===== src/rtl/multicycle_ctrl_fsm_pkg.sv =====
// Shared opcodes, state encoding and control-word layout for the multicycle control FSM.
package multicycle_ctrl_fsm_pkg;

  localparam int unsigned STATE_W = 4;

  // RV32I major opcodes (IR[6:0])
  localparam logic [6:0] OP_R      = 7'b0110011;
  localparam logic [6:0] OP_IMM    = 7'b0010011;
  localparam logic [6:0] OP_LOAD   = 7'b0000011;
  localparam logic [6:0] OP_STORE  = 7'b0100011;
  localparam logic [6:0] OP_BRANCH = 7'b1100011;
  localparam logic [6:0] OP_JAL    = 7'b1101111;
  localparam logic [6:0] OP_JALR   = 7'b1100111;
  localparam logic [6:0] OP_SYSTEM = 7'b1110011;

  // Datapath mux encodings
  localparam logic       SRC_A_PC      = 1'b0;
  localparam logic       SRC_A_RS1     = 1'b1;
  localparam logic [1:0] SRC_B_RS2     = 2'd0;
  localparam logic [1:0] SRC_B_FOUR    = 2'd1;
  localparam logic [1:0] SRC_B_IMM     = 2'd2;
  localparam logic [1:0] ALU_ADD       = 2'd0;
  localparam logic [1:0] ALU_BRANCH    = 2'd1;
  localparam logic [1:0] ALU_FUNCT     = 2'd2;
  localparam logic [1:0] WB_ALUOUT     = 2'd0;
  localparam logic [1:0] WB_MDR        = 2'd1;
  localparam logic [1:0] WB_ALU_LIVE   = 2'd2;
  localparam logic       PC_SRC_ALU    = 1'b0;
  localparam logic       PC_SRC_ALUOUT = 1'b1;

  typedef enum logic [STATE_W-1:0] {
    S_IF        = 4'd0,
    S_ID        = 4'd1,
    S_EX_R      = 4'd2,
    S_EX_I      = 4'd3,
    S_EX_ADDR   = 4'd4,
    S_MEM_RD    = 4'd5,
    S_MEM_WR    = 4'd6,
    S_WB_ALU    = 4'd7,
    S_WB_MEM    = 4'd8,
    S_BR        = 4'd9,
    S_PC_INC    = 4'd10,
    S_JALR_ADDR = 4'd11,
    S_LINK      = 4'd12,
    S_HALT      = 4'd13
  } state_t;

  typedef struct packed {
    logic       pc_write;
    logic       pc_write_cond;
    logic       iord;
    logic       mem_read;
    logic       mem_write;
    logic       ir_write;
    logic       reg_write;
    logic       alu_src_a;
    logic [1:0] alu_src_b;
    logic [1:0] alu_op;
    logic [1:0] wb_sel;
    logic       pc_source;
  } ctrl_t;

endpackage


===== src/rtl/multicycle_ctrl_fsm_ctrl_decode.sv =====
// Pure state -> datapath control word decode (Moore), except ir_write which follows fetch completion.
module multicycle_ctrl_fsm_ctrl_decode
  import multicycle_ctrl_fsm_pkg::*;
(
  input  state_t state,
  input  logic   fetch_done,
  output ctrl_t  ctrl
);

  // Control word per state; unknown encodings leave everything at 0
  always_comb begin
    ctrl = '0;
    case (state)
      S_IF: begin
        ctrl.mem_read = 1'b1;
        ctrl.ir_write = fetch_done;
      end
      S_ID: begin
        ctrl.alu_src_a = SRC_A_PC;
        ctrl.alu_src_b = SRC_B_IMM;
        ctrl.alu_op    = ALU_ADD;
      end
      S_EX_R: begin
        ctrl.alu_src_a = SRC_A_RS1;
        ctrl.alu_src_b = SRC_B_RS2;
        ctrl.alu_op    = ALU_FUNCT;
      end
      S_EX_I: begin
        ctrl.alu_src_a = SRC_A_RS1;
        ctrl.alu_src_b = SRC_B_IMM;
        ctrl.alu_op    = ALU_FUNCT;
      end
      S_EX_ADDR, S_JALR_ADDR: begin
        ctrl.alu_src_a = SRC_A_RS1;
        ctrl.alu_src_b = SRC_B_IMM;
        ctrl.alu_op    = ALU_ADD;
      end
      S_MEM_RD: begin
        ctrl.iord     = 1'b1;
        ctrl.mem_read = 1'b1;
      end
      S_MEM_WR: begin
        ctrl.iord      = 1'b1;
        ctrl.mem_write = 1'b1;
      end
      S_WB_ALU, S_WB_MEM: begin
        ctrl.reg_write = 1'b1;
        ctrl.wb_sel    = (state == S_WB_MEM) ? WB_MDR : WB_ALUOUT;
        ctrl.alu_src_a = SRC_A_PC;
        ctrl.alu_src_b = SRC_B_FOUR;
        ctrl.alu_op    = ALU_ADD;
        ctrl.pc_write  = 1'b1;
        ctrl.pc_source = PC_SRC_ALU;
      end
      S_BR: begin
        ctrl.alu_src_a     = SRC_A_RS1;
        ctrl.alu_src_b     = SRC_B_RS2;
        ctrl.alu_op        = ALU_BRANCH;
        ctrl.pc_write_cond = 1'b1;
        ctrl.pc_source     = PC_SRC_ALUOUT;
      end
      S_PC_INC: begin
        ctrl.alu_src_a = SRC_A_PC;
        ctrl.alu_src_b = SRC_B_FOUR;
        ctrl.alu_op    = ALU_ADD;
        ctrl.pc_write  = 1'b1;
        ctrl.pc_source = PC_SRC_ALU;
      end
      S_LINK: begin
        ctrl.alu_src_a = SRC_A_PC;
        ctrl.alu_src_b = SRC_B_FOUR;
        ctrl.alu_op    = ALU_ADD;
        ctrl.reg_write = 1'b1;
        ctrl.wb_sel    = WB_ALU_LIVE;
        ctrl.pc_write  = 1'b1;
        ctrl.pc_source = PC_SRC_ALUOUT;
      end
      default: ctrl = '0;
    endcase
  end

endmodule


===== src/rtl/multicycle_ctrl_fsm.sv =====
// RV32I multicycle control FSM: state register, sequencing, halt flag and retire counter.
module multicycle_ctrl_fsm
  import multicycle_ctrl_fsm_pkg::*;
#(
  parameter int unsigned XLEN          = 32,
  parameter int unsigned HALT_CODE     = 10,
  parameter int unsigned MEM_HANDSHAKE = 1,
  parameter int unsigned CNT_W         = 32
) (
  input  logic             clk,
  input  logic             reset_n,
  input  logic [6:0]       opcode,
  input  logic [XLEN-1:0]  x17_val,
  input  logic             bcond,
  input  logic             mem_ready,
  output logic             pc_write,
  output logic             pc_write_cond,
  output logic             iord,
  output logic             mem_read,
  output logic             mem_write,
  output logic             ir_write,
  output logic             reg_write,
  output logic             alu_src_a,
  output logic [1:0]       alu_src_b,
  output logic [1:0]       alu_op,
  output logic [1:0]       wb_sel,
  output logic             pc_source,
  output logic             is_halted,
  output logic             illegal_op,
  output logic [CNT_W-1:0] retire_cnt
);

  state_t           state;
  state_t           state_nxt;
  logic             mem_go;
  logic             illegal_c;
  logic             halted;
  logic [CNT_W-1:0] retire_q;
  ctrl_t            ctrl;
  ctrl_t            ctrl_out;

  // Without a handshake every memory access completes in its first cycle
  assign mem_go = (MEM_HANDSHAKE == 0) ? 1'b1 : mem_ready;

  // State register
  always_ff @(posedge clk or negedge reset_n) begin
    if (!reset_n) state <= S_IF;
    else          state <= state_nxt;
  end

  // Next-state sequencing and illegal-opcode detect in ID
  always_comb begin
    state_nxt = S_IF;
    illegal_c = 1'b0;
    case (state)
      S_IF: state_nxt = mem_go ? S_ID : S_IF;
      S_ID: begin
        case (opcode)
          OP_R:      state_nxt = S_EX_R;
          OP_IMM:    state_nxt = S_EX_I;
          OP_LOAD,
          OP_STORE:  state_nxt = S_EX_ADDR;
          OP_BRANCH: state_nxt = S_BR;
          OP_JAL:    state_nxt = S_LINK;
          OP_JALR:   state_nxt = S_JALR_ADDR;
          OP_SYSTEM: state_nxt = (x17_val == XLEN'(HALT_CODE)) ? S_HALT : S_PC_INC;
          default: begin
            state_nxt = S_PC_INC;
            illegal_c = 1'b1;
          end
        endcase
      end
      S_EX_R, S_EX_I: state_nxt = S_WB_ALU;
      S_EX_ADDR:      state_nxt = (opcode == OP_STORE) ? S_MEM_WR : S_MEM_RD;
      S_MEM_RD:       state_nxt = mem_go ? S_WB_MEM : S_MEM_RD;
      S_MEM_WR:       state_nxt = mem_go ? S_PC_INC : S_MEM_WR;
      S_BR:           state_nxt = bcond ? S_IF : S_PC_INC;
      S_JALR_ADDR:    state_nxt = S_LINK;
      S_HALT:         state_nxt = S_HALT;
      default:        state_nxt = S_IF;
    endcase
  end

  // Sticky halt flag, set as the FSM enters HALT
  always_ff @(posedge clk or negedge reset_n) begin
    if (!reset_n)                 halted <= 1'b0;
    else if (state_nxt == S_HALT) halted <= 1'b1;
  end

  // Count each return to IF from any other state
  always_ff @(posedge clk or negedge reset_n) begin
    if (!reset_n)                               retire_q <= '0;
    else if (state != S_IF && state_nxt == S_IF) retire_q <= retire_q + CNT_W'(1);
  end

  multicycle_ctrl_fsm_ctrl_decode u_ctrl_decode (
    .state      (state),
    .fetch_done (mem_go),
    .ctrl       (ctrl)
  );

  // Strobes are held low for as long as reset is asserted
  assign ctrl_out      = reset_n ? ctrl : ctrl_t'('0);
  assign pc_write      = ctrl_out.pc_write;
  assign pc_write_cond = ctrl_out.pc_write_cond;
  assign iord          = ctrl_out.iord;
  assign mem_read      = ctrl_out.mem_read;
  assign mem_write     = ctrl_out.mem_write;
  assign ir_write      = ctrl_out.ir_write;
  assign reg_write     = ctrl_out.reg_write;
  assign alu_src_a     = ctrl_out.alu_src_a;
  assign alu_src_b     = ctrl_out.alu_src_b;
  assign alu_op        = ctrl_out.alu_op;
  assign wb_sel        = ctrl_out.wb_sel;
  assign pc_source     = ctrl_out.pc_source;
  assign illegal_op    = reset_n & illegal_c;
  assign is_halted     = halted;
  assign retire_cnt    = retire_q;

endmodule


===== config.mk =====
export PLATFORM = sky130hd
export DESIGN_NAME = multicycle_ctrl_fsm
export DESIGN_NICKNAME = d
export VERILOG_FILES = /design/src/rtl/multicycle_ctrl_fsm_pkg.sv /design/src/rtl/multicycle_ctrl_fsm_ctrl_decode.sv /design/src/rtl/multicycle_ctrl_fsm.sv
export SDC_FILE = /design/constraint.sdc
export NUM_CORES = 1
export LEC_CHECK = 0
export CORE_ASPECT_RATIO = 0.6
export CORE_UTILIZATION = 45
export DETAILED_ROUTE_END_ITERATION = 8
export GPL_TIMING_DRIVEN = 0
export PLACE_DENSITY = 0.89
export SETUP_SLACK_MARGIN = 0.1
export SLEW_MARGIN = 20
export SYNTH_ARGS = -nofsm -noshare
export SYNTH_HDL_FRONTEND = slang
export SYNTH_SLANG_ARGS = --single-unit

===== constraint.sdc =====
create_clock -name clk -period 2.9 [get_ports clk]
set_clock_uncertainty 0.05 [all_clocks]
set_input_delay 0.435 -clock clk [delete_from_list [all_inputs] [get_ports clk]]
set_output_delay 0.435 -clock clk [all_outputs]
set_load 0.03 [all_outputs]

==> run_results.csv <==
group,metric,value,unit
global_route,use_met2,0.410,
synth,synth_ff_type,"dfrtp_1",
setup_path,critPathMaxStageDelay,0.68,ns
job,maxCapViolCount,0,
global_route,grt_usage,0.246,
layout,drive_gt1_frac,0.144,
sta,slew_headroom,0.415,
sta,final-hold-violation-count,0,
floorplan,ios,92,
clock_network,cts-root-buf,"clkbuf_8",
clock_network,clk_latency,0.29,ns
floorplan,num_rows,20,
synth,synthCells,266,
global_route,grt_pass1_wl,11200,µm
sta,report.final.setup_viol,0,
floorplan,start_util,0.483,
hold_path,hold_path.class,"in2async",
clock_network,cts.sinks,37,
outcome,outcome,"finished, violations left",
clock_network,cts_buffer_depth,2,
layout,stdcell_area,0.00369,mm²
setup_path,crit_slowest_cell,"clkdlybuf4s50_1",
routing,drtPass1Iterations,7,
global_route,grt_pass1_vias,2377,
routing,drc,2,
floorplan,die_y,59.9,µm
clock_network,cts_buffers,5,
placed_design,placed_cell_area,0.00353,mm²
sta,period_needed,2.76,ns
routing,wirelength,7020,µm
routing,postRouteAntennaNets,0,
global_route,grt_use_met1,0.325,
layout,fillers,390,
routing,wl_per_cell,16.2,µm
setup_path,worstPathRequired,2.41,ns
setup_path,worstPathCellList,"buf_2 > inv_1 > nand2_1 > nor3_2 > a21oi_1 > nor2b_1 > clkdlybuf4s50_1",
floorplan,dieArea,0.00590,mm²
layout,diodes,0,
sta,hold-worst-slack,0.0301,ns
placed_design,io_buffers,91,
outcome,violations,"design-rule violations",
sta,rsz0062_at_grt,"true",
global_route,grt_antenna_before_repair,0,
routing,via_per_inst,5.97,
layout,layout_commonest_cell,"clkdlybuf4s50_1",
sta,clock.fmax,362,MHz
synth,synth_edf_count,0,
setup_path,cp_top_family,"buffers and inverters",
layout,syn_to_final_growth,46.6,%
setup_path,cp-start-kind,"flip-flop",
setup_path,critPathBufInv,3,
global_route,use_met3,0.0655,
floorplan,die_w,98.5,µm
synth,ys_types,52,
floorplan,core-area,0.00520,mm²
layout,multi_input_area,0.00149,mm²
layout,final_cell_mix,"clkdlybuf4s50_1, dfrtp_1, xor2_1",
layout,final_util,0.708,
sta,finalCritPeriodShare,0.952,
routing,first_iter_violations,217,
synth,syn_avg_cell_area,9.45,µm²
global_route,gr-max-usage-layer,"met2",
placed_design,gp_congestion,0.916,
setup_path,cp_max_fo,10,
clock_network,h-tree-depth,2,
routing,vias,2587,
power_and_ir_drop,powerDensity,752,mW/mm²
clock_network,cts_tree,"yes",
synth,syn_nets,310,
power_and_ir_drop,worst_ir_drop_vdd,0.000501,V
power_and_ir_drop,p_leak,1.65,nW
global_route,overflow,0,
setup_path,end_kind,"output port",
layout,layout.nets,410,
layout,seq_area,927,µm²
synth,syn_area,0.00251,mm²
setup_path,path_class,"reg2out",
synth,ys_warn_count,0,
clock_network,post_cts_buffers,0,
global_route,grt_max_degree,23,
sta,worstMarginPinSlew,0.874,ns
synth,yosysSeqAreaShare,0.368,
setup_path,arrival,2.28,ns
synth,synth-seq-cells,37,
placed_design,dpl.hpwl,5420,µm
synth,async_reset_ff_frac,1.00,
clock_network,path_clk_slew,0.08,ns
sta,slew_violations,0,
state kept, by name, indices dropped and copies added (netlist names):
name	flops
retire_cnt	32
state	4
is_halted	1
power by group:
part	internal, mW	switching, mW
Sequential	0.586	0.0907
Combinational	0.622	1.08
Clock	0.215	0.182
cells in the mapped netlist, types with 2 or more instances:
master	n	area, µm²
nand2b_1	3	18.8
a21oi_1	2	10.0
nor3_1	16	80.1
a21boi_0	2	15.0
nor2b_1	6	37.5
buf_4	5	37.5
nor4_2	18	225
and2_1	3	18.8
xor2_1	29	254
xnor2_1	4	35.0
buf_2	8	40.0
or2_2	3	18.8
nand4_1	11	68.8
o21ai_0	3	15.0
and4_1	5	43.8
o211ai_1	3	22.5
clkbuf_1	4	15.0
and3b_1	3	26.3
nand3_1	14	70.1
nand2_1	22	82.6
and3_1	9	56.3
nor4b_1	4	35.0
inv_1	7	26.3
nor4_1	6	37.5
dfrtp_1	37	926
nor4b_2	2	30.0
o21a_1	3	22.5
nor2_1	10	37.5
cell families (layout without fill, tap and decap cells):
family	Yosys count	count (layout)	synth area share
buffers and inverters	25	126	0.0488
multiplexers	2	2	0.00995
XOR/XNOR	33	33	0.115
AND/OR/NAND/NOR	142	142	0.378
AO/OA/AOI/OAI	26	26	0.0756
flip-flops	37	37	0.368
adder cells (fa/ha/maj)	1	1	0.00497
what timing repair did:
| item | 4_1_cts | 5_1_grt |
|---|---|---|
| setup endpoints to repair | 5 | 9 |
| gates cloned | 0 | 0 |
| endpoints found under the hold margin | 19 | 0 |
| resized for setup | 4 | 8 |
| hold buffers | 1 | 0 |
metrics by stage:
| step | power (mW) | setup TNS (ns) | worst slack, ns | std cells |
|---|---|---|---|---|
| 2_1_floorplan | 1.80 | 0 | 0.583 | 266 |
| 3_3_place_gp | 2.28 | -15.85 | -1.23 | 423 |
| 3_5_place_dp | 2.31 | -0.121 | -0.121 | 424 |
| 4_1_cts | 2.74 | 0 | 0.0560 | 433 |
| 5_1_grt | 2.91 | 0 | 0.0440 | 433 |
| 6_report | 2.77 | 0 | 0.139 | 433 |
layer usage:
metal | routed length, µm | up-vias
li1 | - | 1176
met2 | 3250 | 144
met1 | 3050 | 1252
met3 | 622 | 15
met5 | 0 | -
met4 | 97 | 0
area by class of cell:
type	count	area share
multi-input combinational	204	0.405
timing repair buffer	93	0.260
sequential	37	0.252
clock buffer	7	0.0261
buffer	18	0.0261
tap	66	0.0224
inverter	7	0.00713
clock inverter	1	0.00136
path summary, 6_finish.rpt:
| check | startpoint | endpoint | slack (ns) | cells past startpoint |
|---|---|---|---|---|
| min reg2reg | retire_cnt[31] | retire_cnt[31] | 0.42 | 1 |
| min in group clk | retire_cnt[31] | retire_cnt[31] | 0.42 | 1 |
| min | reset_n | retire_cnt[1] | 0.03 | 2 |
| max in group asynchronous | reset_n | retire_cnt[7] | 1.47 | 2 |
| max | state[3] | reg_write | 0.14 | 7 |
| max reg2reg | state[1] | retire_cnt[30] | 0.36 | 9 |
Power figures use the tool's default switching activity.
